## config.mk

```make
export PLATFORM = sky130hd
export DESIGN_NAME = indirect_ctrl
export DESIGN_NICKNAME = d
export VERILOG_FILES = /design/src/rtl/lc3b_types.sv /design/src/rtl/indirect_ctrl.sv
export SDC_FILE = /design/constraint.sdc
export NUM_CORES = 1
export LEC_CHECK = 0
export CAP_MARGIN = 10
export CORE_UTILIZATION = 40
export DETAILED_ROUTE_END_ITERATION = 6
export GPL_ROUTABILITY_DRIVEN = 1
export GPL_TIMING_DRIVEN = 1
export PLACE_DENSITY_LB_ADDON = 0.12
export SLEW_MARGIN = 10
export SYNTH_ARGS = -nofsm -noshare
export SYNTH_HDL_FRONTEND = slang
export SYNTH_SLANG_ARGS = --single-unit
```

## constraint.sdc

```tcl
create_clock -name clk -period 3.07 [get_ports clk]
set_input_delay 0.7675 -clock clk [delete_from_list [all_inputs] [get_ports clk]]
set_output_delay 0.7675 -clock clk [all_outputs]
set_load 0.1 [all_outputs]
```

## src/rtl/lc3b_types.sv

```systemverilog
// Shared LC-3b datapath types.
//   lc3b_word      : 16-bit machine word / address
//   lc3b_mem_wmask : per-byte write enable for a 16-bit memory access
package lc3b_types;

   localparam int unsigned WORD_WIDTH  = 16;
   localparam int unsigned WMASK_WIDTH = 2;

   typedef logic [WORD_WIDTH-1:0]  lc3b_word;
   typedef logic [WMASK_WIDTH-1:0] lc3b_mem_wmask;

endpackage

```

## src/rtl/indirect_ctrl.sv

```systemverilog
// Indirect memory controller between the MEM stage and the D-cache.
// Non-indirect requests pass straight through combinationally. Indirect
// requests (LDI/STI) first read a pointer word from the cache, then perform
// the actual read/write at that pointer, returning a single completion pulse.
// Ports:
//   clk, reset                       clock, synchronous active-low reset
//   P_mem_* , indirect               MEM-stage request (in)
//   P_mem_resp, P_mem_rdata          completion pulse and read data (out)
//   d_*                              D-cache request (out) / response (in)
//   indirect_count                   saturating count of completed indirect ops
module indirect_ctrl
   import lc3b_types::*;
#(
   parameter int unsigned CNT_WIDTH = 16
) (
   input  logic                 clk,
   input  logic                 reset,
   input  lc3b_word             P_mem_address,
   input  logic                 P_mem_read,
   input  logic                 P_mem_write,
   input  lc3b_mem_wmask        P_mem_byte_enable,
   input  lc3b_word             P_mem_wdata,
   input  logic                 indirect,
   output logic                 P_mem_resp,
   output lc3b_word             P_mem_rdata,
   output lc3b_word             d_address,
   output logic                 d_read,
   output logic                 d_write,
   output lc3b_mem_wmask        d_byte_enable,
   output lc3b_word             d_wdata,
   input  lc3b_word             d_rdata,
   input  logic                 d_resp,
   output logic [CNT_WIDTH-1:0] indirect_count
);

   typedef enum logic [1:0] {IDLE, PTR, ACC, DRAIN} state_t;

   state_t   state, state_next;
   lc3b_word ptr, ptr_next;
   logic     cnt_inc;

   // Last cache request issued on the indirect path, replayed while draining
   lc3b_word last_addr, last_addr_next;
   lc3b_word last_wdata, last_wdata_next;
   logic     last_write, last_write_next;

   logic     req;
   logic     wr_only;

   // Simultaneous read and write is treated as a read
   assign req     = P_mem_read | P_mem_write;
   assign wr_only = P_mem_write & ~P_mem_read;

   // State, pointer, counter and drain bookkeeping registers
   always_ff @(posedge clk) begin
      if (!reset) begin
         state          <= IDLE;
         ptr            <= '0;
         indirect_count <= '0;
         last_addr      <= '0;
         last_wdata     <= '0;
         last_write     <= 1'b0;
      end else begin
         state      <= state_next;
         ptr        <= ptr_next;
         last_addr  <= last_addr_next;
         last_wdata <= last_wdata_next;
         last_write <= last_write_next;
         if (cnt_inc && (indirect_count != '1))
            indirect_count <= indirect_count + CNT_WIDTH'(1);
      end
   end

   // Next-state and output muxing
   always_comb begin
      state_next      = state;
      ptr_next        = ptr;
      cnt_inc         = 1'b0;
      last_addr_next  = last_addr;
      last_wdata_next = last_wdata;
      last_write_next = last_write;

      d_address     = P_mem_address;
      d_read        = P_mem_read;
      d_write       = P_mem_write;
      d_byte_enable = P_mem_byte_enable;
      d_wdata       = P_mem_wdata;
      P_mem_resp    = d_resp;
      P_mem_rdata   = d_rdata;

      unique case (state)
         IDLE: begin
            if (indirect && req) begin
               d_read          = 1'b1;
               d_write         = 1'b0;
               d_byte_enable   = 2'b11;
               P_mem_resp      = 1'b0;
               P_mem_rdata     = '0;
               last_addr_next  = P_mem_address;
               last_write_next = 1'b0;
               // A zero-wait pointer read skips PTR entirely
               if (d_resp) begin
                  ptr_next   = {d_rdata[15:1], 1'b0};
                  state_next = ACC;
               end else begin
                  state_next = PTR;
               end
            end
         end

         PTR: begin
            d_address     = last_addr;
            d_read        = 1'b1;
            d_write       = 1'b0;
            d_byte_enable = 2'b11;
            P_mem_resp    = 1'b0;
            P_mem_rdata   = '0;
            if (!req) begin
               state_next = d_resp ? IDLE : DRAIN;
            end else if (d_resp) begin
               ptr_next   = {d_rdata[15:1], 1'b0};
               state_next = ACC;
            end
         end

         ACC: begin
            d_address     = ptr;
            d_read        = P_mem_read;
            d_write       = wr_only;
            d_byte_enable = 2'b11;
            P_mem_resp    = 1'b0;
            P_mem_rdata   = '0;
            if (!req) begin
               state_next = d_resp ? IDLE : DRAIN;
            end else begin
               last_addr_next  = ptr;
               last_write_next = wr_only;
               last_wdata_next = P_mem_wdata;
               if (d_resp) begin
                  // Completion is suppressed if reset lands on this edge
                  P_mem_resp  = reset;
                  P_mem_rdata = reset ? d_rdata : '0;
                  cnt_inc     = 1'b1;
                  state_next  = IDLE;
               end
            end
         end

         DRAIN: begin
            d_address     = last_addr;
            d_read        = ~last_write;
            d_write       = last_write;
            d_byte_enable = 2'b11;
            d_wdata       = last_wdata;
            P_mem_resp    = 1'b0;
            P_mem_rdata   = '0;
            if (d_resp)
               state_next = IDLE;
         end

         default: state_next = IDLE;
      endcase
   end

endmodule

```

==> results of run 1 <==
## per-stage QoR
stage / worst slack (ns) / utilization [%] / cells / power (mW)
2_1_floorplan: -0.157 / - / 434 / 1.60
3_3_place_gp: -0.130 / 65.9 / 651 / 2.01
3_5_place_dp: -0.133 / 65.9 / 651 / 2.03
4_1_cts: 0.0239 / 69.7 / 670 / 2.97
5_1_grt: 0.0142 / 69.7 / 670 / 3.05
6_report: 0.0771 / 69.7 / 670 / 2.95
## cells in the final DEF (no fill, tap or decap), drive strengths merged, types with 6 or more instances in the layout
master	Yosys	final
and2	19	19
nand4	6	6
o21ai	18	18
clkdlybuf4s50	0	52
nand3	7	7
clkbuf	22	12
nand2	90	90
mux2i	36	36
nand2b	7	7
nor2	38	38
a21oi	27	27
buf	8	90
a311oi	15	15
inv	6	6
nor3	6	6
mux2	16	16
o31ai	6	6
dfxtp	66	66
or3	6	6
## kinds of logic after synthesis
| kind of cell | count (synthesis) |
|---|---|
| adder cells (fa/ha/maj) | 1 |
| AND/OR/NAND/NOR | 199 |
| AO/OA/AOI/OAI | 80 |
| flip-flops | 66 |
| buffers and inverters | 36 |
| multiplexers | 52 |
## worst reg2reg max path, cell delays in order, from the launching register on
cell	delay [ns]
dfxtp_2	0.32
buf_4	0.30
nand2b_1	0.43
or3_1	0.57
or4_1	0.52
a21oi_1	0.15
## area by class of cell
class,count,area (µm²),area share (%)
multi-input combinational,332,2140,36.9
timing repair buffer,145,1920,33.2
sequential,66,1320,22.9
clock buffer,12,155,2.68
tap,105,131,2.27
clock inverter,4,97.6,1.69
inverter,6,22.5,0.389
## synthesized netlist by cell type, drive strengths merged (3+ instances only)
master | count | area, µm²
clkbuf | 22 | 82.6
and2 | 19 | 119
o21ai | 18 | 93.8
dfxtp | 66 | 1320
nand4 | 6 | 37.5
nor4 | 4 | 25.0
or3 | 6 | 38.8
mux2i | 36 | 360
nand2 | 90 | 338
nand2b | 7 | 43.8
o31ai | 6 | 45.0
inv | 6 | 22.5
buf | 8 | 37.5
or4 | 4 | 30.0
a311oi | 15 | 131
nand3 | 7 | 35.0
mux2 | 16 | 180
a21oi | 27 | 135
or2 | 3 | 18.8
nor3 | 6 | 35.0
nor2 | 38 | 143
## sequential cells by signal (all words and copies together), names as in the netlist
| register | count |
|---|---|
| indirect_count | 16 |
| last_addr | 16 |
| last_wdata | 16 |
| ptr | 15 |
| state | 2 |
| last_write | 1 |
## worst min path at each step
stage | start | to | slack [ns]
floorplan | last_wdata[0] | last_wdata[0] | 0.43
global placement | last_wdata[13] | last_wdata[13] | 0.44
detailed placement | last_wdata[3] | last_wdata[3] | 0.45
CTS | last_wdata[3] | last_wdata[3] | 0.46
global route | last_wdata[0] | last_wdata[0] | 0.47
finish | last_wdata[14] | last_wdata[14] | 0.46
## report_power, final
part	switching, mW	internal, mW	total (mW)
Combinational	0.684	0.416	1.10
Sequential	0.0241	0.898	0.922
Clock	0.343	0.585	0.927
Total	1.05	1.90	2.95
## what timing repair did
action / in CTS / in global routing
gates cloned: 2 / 0
pin swaps: 4 / 1
setup endpoints to repair: 19 / 17
resized for setup: 14 / 1
buffers inserted: 1 / 0
## layer usage
metal	vias to the layer above	global-route usage (%)
li1	1799	-
met1	1722	28.6
met2	115	40.5
met3	12	7.50
met4	0	8.21
met5	-	0
==> results.py, run 1 <==
metrics = {
    "setup_path": {
        "cp.arrival_ns": 2.23,
        "crit_fanout": 8,
        "critPathLaunch": "indirect",
        "r2r_end": "indirect_count[6]",
        "path_cells": "clkdlybuf4s50_1, a21o_1, a21oi_4, buf_6, and2_4, buf_12",
        "worstSetupPathType": "in -> out",
        "reg2reg_slack_ns": 0.72,
        "cp-end-kind": "output port",
        "worstPathRequired_ns": 2.30,
        "r2r_start": "state[0]",
        "worstPathBufferInverterCount": 3,
        "endpoint": "P_mem_rdata[7]",
        "crit_family": "buffers and inverters",
        "cp.depth": 6,
        "max_stage_delay_ns": 0.46,
        "ff2ff_path_depth": 5,
        "cpMaxStageDelayCell": "clkdlybuf4s50_1",
        "crit_path_start_kind": "primary input",
    },
    "detailed_routing": {
        "first_iter_violations": 86,
        "wl_per_cell_um": 15.5,
        "wl_met1_um": 4280,
        "wl_met2_um": 5130,
        "drc": 0,
        "dr.pass1.iters": 5,
        "via_per_inst": 5.44,
        "route.met3.wl_um": 819,
        "detail-route-antenna-nets": 0,
        "highest_layer": "met4",
        "vias": 3648,
        "drt-total-wl_um": 10400,
    },
    "synthesis": {
        "synth_compound_area_share_pct": 14.9,
        "synth.yosys.seq_area_share_pct": 38.1,
        "ys_ff_latch": 66,
        "netlist_area_um2": 3470,
        "synth_fa_ha_area_share_pct": 0.361,
        "async_reset_ff_share_pct": 0,
        "synth_xor_area_share_pct": 0,
        "synth_ff_type": "dfxtp_1",
        "syn_area_per_cell_um2": 7.99,
        "synth_top_family_by_area": "simple AND/OR/NAND/NOR gates",
        "synth_warnings": 0,
        "muxShareOfSynthArea_pct": 15.6,
        "syn_inst": 434,
        "synth_nets": 491,
        "ys_types": 42,
        "yosys.area_share.simple_pct": 26.9,
        "synth_edf_count": 0,
    },
    "global_route": {
        "gr-total-overflow": 0,
        "track_usage_pct": 24.0,
        "grt_max_degree": 46,
        "grt_pass1_vias": 3455,
        "antenna_found_initial": 0,
        "grt_pass1_wl_um": 16800,
    },
    "floorplan": {
        "die_w_um": 95.1,
        "dieHeight_um": 95.1,
        "start_util_pct": 41.8,
        "std_cell_rows": 33,
        "fp.dieArea_um2": 9040,
        "io_pins": 125,
        "core_region_area_um2": 8300,
    },
    "sta": {
        "hold_slack_ns": 0.456,
        "finalMaxSlewViolations": 0,
        "max_freq_mhz": 334,
        "skew_ns": 0.00680,
        "rsz0062_at_grt": "no",
        "setup_violations": 0,
        "worst_pin_slew_ns": 1.06,
        "fin_crit_sh_pct": 97.5,
        "max-slew-margin-rel_pct": 28.8,
        "finalCriticalPeriod_ns": 2.99,
        "tns_ns": 0,
        "hold_viol_final": 0,
    },
    "job": {
        "cap_violations": 0,
    },
    "power_and_ir_drop": {
        "pwr_density_cell_nw_per_um2": 510,
        "ir_worst_vdd_mv": 0.399,
        "power_leakage_nw": 2.21,
    },
    "placement": {
        "hpwlAfterDp_um": 7190,
        "dpl_cell_area_um2": 5470,
        "gp_congestion": 0.827,
        "port_buffers": 124,
    },
    "layout": {
        "final_cell_area_um2": 5790,
        "fillers": 623,
        "n_antenna_cell": 0,
        "area_growth_pct": 66.9,
        "fin_nets": 617,
        "drive_gt1_share_pct": 29.6,
    },
    "cts": {
        "cts_hold_buf": 0,
        "clk_latency_ns": 0.34,
        "clk_path_buf_depth": 2,
        "cts_tree": "yes",
        "numClockSinks": 66,
        "numCtsBuffers": 9,
        "path_clk_slew_ns": 0.07,
        "cts_htree_levels": 3,
        "cts_root_buffer": "clkbuf_8",
    },
    "worst_hold_path": {
        "min_path_cells": 2,
        "holdCritPathClass": "reg -> reg",
    },
    "outcome": {
        "outcome": "finished, final reports clean",
    },
}
(Power assumes the default switching activity.)
==> run 2, diff against run 1 <==
--- a/config.mk
+++ b/config.mk
@@ -10,7 +10,7 @@
 export DETAILED_ROUTE_END_ITERATION = 6
 export GPL_ROUTABILITY_DRIVEN = 1
 export GPL_TIMING_DRIVEN = 1
-export PLACE_DENSITY_LB_ADDON = 0.12
+export PLACE_DENSITY = 0.83
 export SLEW_MARGIN = 10
 export SYNTH_ARGS = -nofsm -noshare
 export SYNTH_HDL_FRONTEND = slang
==> run 2 against run 1 <==
Compared with the run above:
- sequential cell count stayed put
- clock skew is 0.0021 ns higher
- largest cell class unchanged
- critical path type unchanged
- final cell count is 0.30% higher
- largest power group unchanged
- register-to-register slack lost 0.04 ns
==> results.py, run 2 (synthesized netlist as in run 1, its figures left out) <==
metrics = {
    "global_route": {
        "track_usage_pct": 24.7,
        "grt_pass1_vias": 3658,
        "grt_pass1_wl_um": 17300,
        "antenna_found_initial": 0,
        "grt_max_degree": 34,
        "gr-total-overflow": 0,
    },
    "placement": {
        "hpwlAfterDp_um": 7700,
        "gp_congestion": 0.830,
        "port_buffers": 124,
        "dpl_cell_area_um2": 5500,
    },
    "power_and_ir_drop": {
        "power_leakage_nw": 2.22,
        "pwr_density_cell_nw_per_um2": 494,
        "ir_worst_vdd_mv": 0.375,
    },
    "setup_path": {
        "cp-end-kind": "output port",
        "crit_fanout": 8,
        "worstPathRequired_ns": 2.30,
        "worstSetupPathType": "in -> out",
        "cp.arrival_ns": 2.23,
        "crit_path_start_kind": "primary input",
        "reg2reg_slack_ns": 0.68,
    },
    "layout": {
        "layout_common_cells": "nand2_1, dfxtp_1, buf_12",
        "drive_gt1_share_pct": 29.8,
        "final_common_cell": "nand2_1",
        "fillers": 641,
        "final_core_util_pct": 69.5,
        "n_antenna_cell": 0,
        "fin_nets": 619,
        "reg_top3": "indirect_count (16), last_addr (16), last_wdata (16)",
        "area_growth_pct": 66.3,
        "final_cell_area_um2": 5770,
    },
    "cts": {
        "cts_setup_buffers": 0,
        "cts_hold_buf": 0,
        "cts_tree": "yes",
        "cts_htree_levels": 3,
        "numClockSinks": 66,
        "clk_path_buf_depth": 2,
        "path_clk_slew_ns": 0.07,
        "clk_latency_ns": 0.34,
        "numCtsBuffers": 9,
        "cts_root_buffer": "clkbuf_8",
    },
    "sta": {
        "worst_pin_slew_ns": 1.01,
        "setup_violations": 0,
        "finalMaxSlewViolations": 0,
        "fin_crit_sh_pct": 97.7,
        "hold_viol_final": 0,
        "finalCriticalPeriod_ns": 3.00,
        "skew_ns": 0.00890,
        "rsz0062_at_grt": "no",
        "max_freq_mhz": 333,
        "max-slew-margin-rel_pct": 32.7,
    },
    "detailed_routing": {
        "vias": 3753,
        "first_iter_violations": 174,
        "via_per_inst": 5.58,
        "dr.pass1.iters": 5,
        "detail-route-antenna-nets": 0,
        "drt-total-wl_um": 11000,
        "drc": 0,
        "wl_per_cell_um": 16.3,
    },
    "floorplan": {
        "fp.dieArea_um2": 9040,
        "io_pins": 125,
        "core_region_area_um2": 8300,
        "dieHeight_um": 95.1,
        "start_util_pct": 41.8,
        "die_w_um": 95.1,
        "std_cell_rows": 33,
    },
    "worst_hold_path": {
        "holdCritPathClass": "reg -> reg",
    },
    "outcome": {
        "outcome": "finished, final reports clean",
    },
    "job": {
        "cap_violations": 0,
    },
}
-- run 2: cell count changes in the layout (fill, tap and decap cells not counted), sizes merged --
cell,previous run,this run
clkbuf,12,11
clkinv,0,2
clkdlybuf4s50,52,51
dlymetal6s2s,1,2
buf,90,92
bufinv,3,2
-- run 2: area by class of cell --
class | count | area, µm² | area share (%)
Timing Repair Buffer | 147 | 1930 | 33.5
Clock buffer | 11 | 141 | 2.45
Multi-Input combinational cell | 332 | 2140 | 37.1
Tap cell | 105 | 131 | 2.28
Clock inverter | 5 | 77.6 | 1.35
Inverter | 6 | 22.5 | 0.391
Sequential cell | 66 | 1320 | 22.9
-- run 2: power breakdown --
part	leakage (nW)	total, mW	internal (mW)	switching [mW]
Sequential	0.538	0.926	0.898	0.0282
Combinational	1.57	1.11	0.419	0.687
Clock	0.109	0.816	0.477	0.339
-- run 2: critical path: stages --
cell	delay, ns
dlygate4sd2_1	0.27
or2_4	0.26
a21o_1	0.20
a21oi_4	0.21
buf_6	0.19
and2_4	0.17
buf_12	0.17
-- run 2: through the flow --
stage               power (mW)  TNS (ns)  instances  setup slack [ns]  hold slack (ns)
finish                    2.85         0        672            0.0695            0.456
global route              2.93         0        672            0.0278            0.477
CTS                       2.86         0        672            0.0177            0.458
detailed placement        2.04     -3.01        654            -0.189            0.447
global placement          2.01     -2.46        654            -0.148            0.439
floorplan                 1.60    -0.585        434            -0.157            0.434
-- run 2: repair_timing --
item                       in CTS  in global routing
setup endpoints to repair      19                 17
gates resized for setup        12                  3
gates cloned                    2                  0
pin swaps                       4                  1
-- run 2: per-layer routing --
layer,wire length [µm],up-vias,track usage [%]
met5,0,-,0
met4,181,0,11.0
met3,694,20,5.26
met2,5800,149,44.9
met1,4280,1795,27.3
li1,-,1789,-
-- run 2: path summary, 6_finish.rpt --
check	from	endpoint	cells past startpoint
setup reg to reg	state[0]	indirect_count[5]	6
hold / removal	last_wdata[7]	last_wdata[7]	2
setup / recovery	P_mem_write	P_mem_rdata[12]	7
hold reg to reg	last_wdata[7]	last_wdata[7]	2
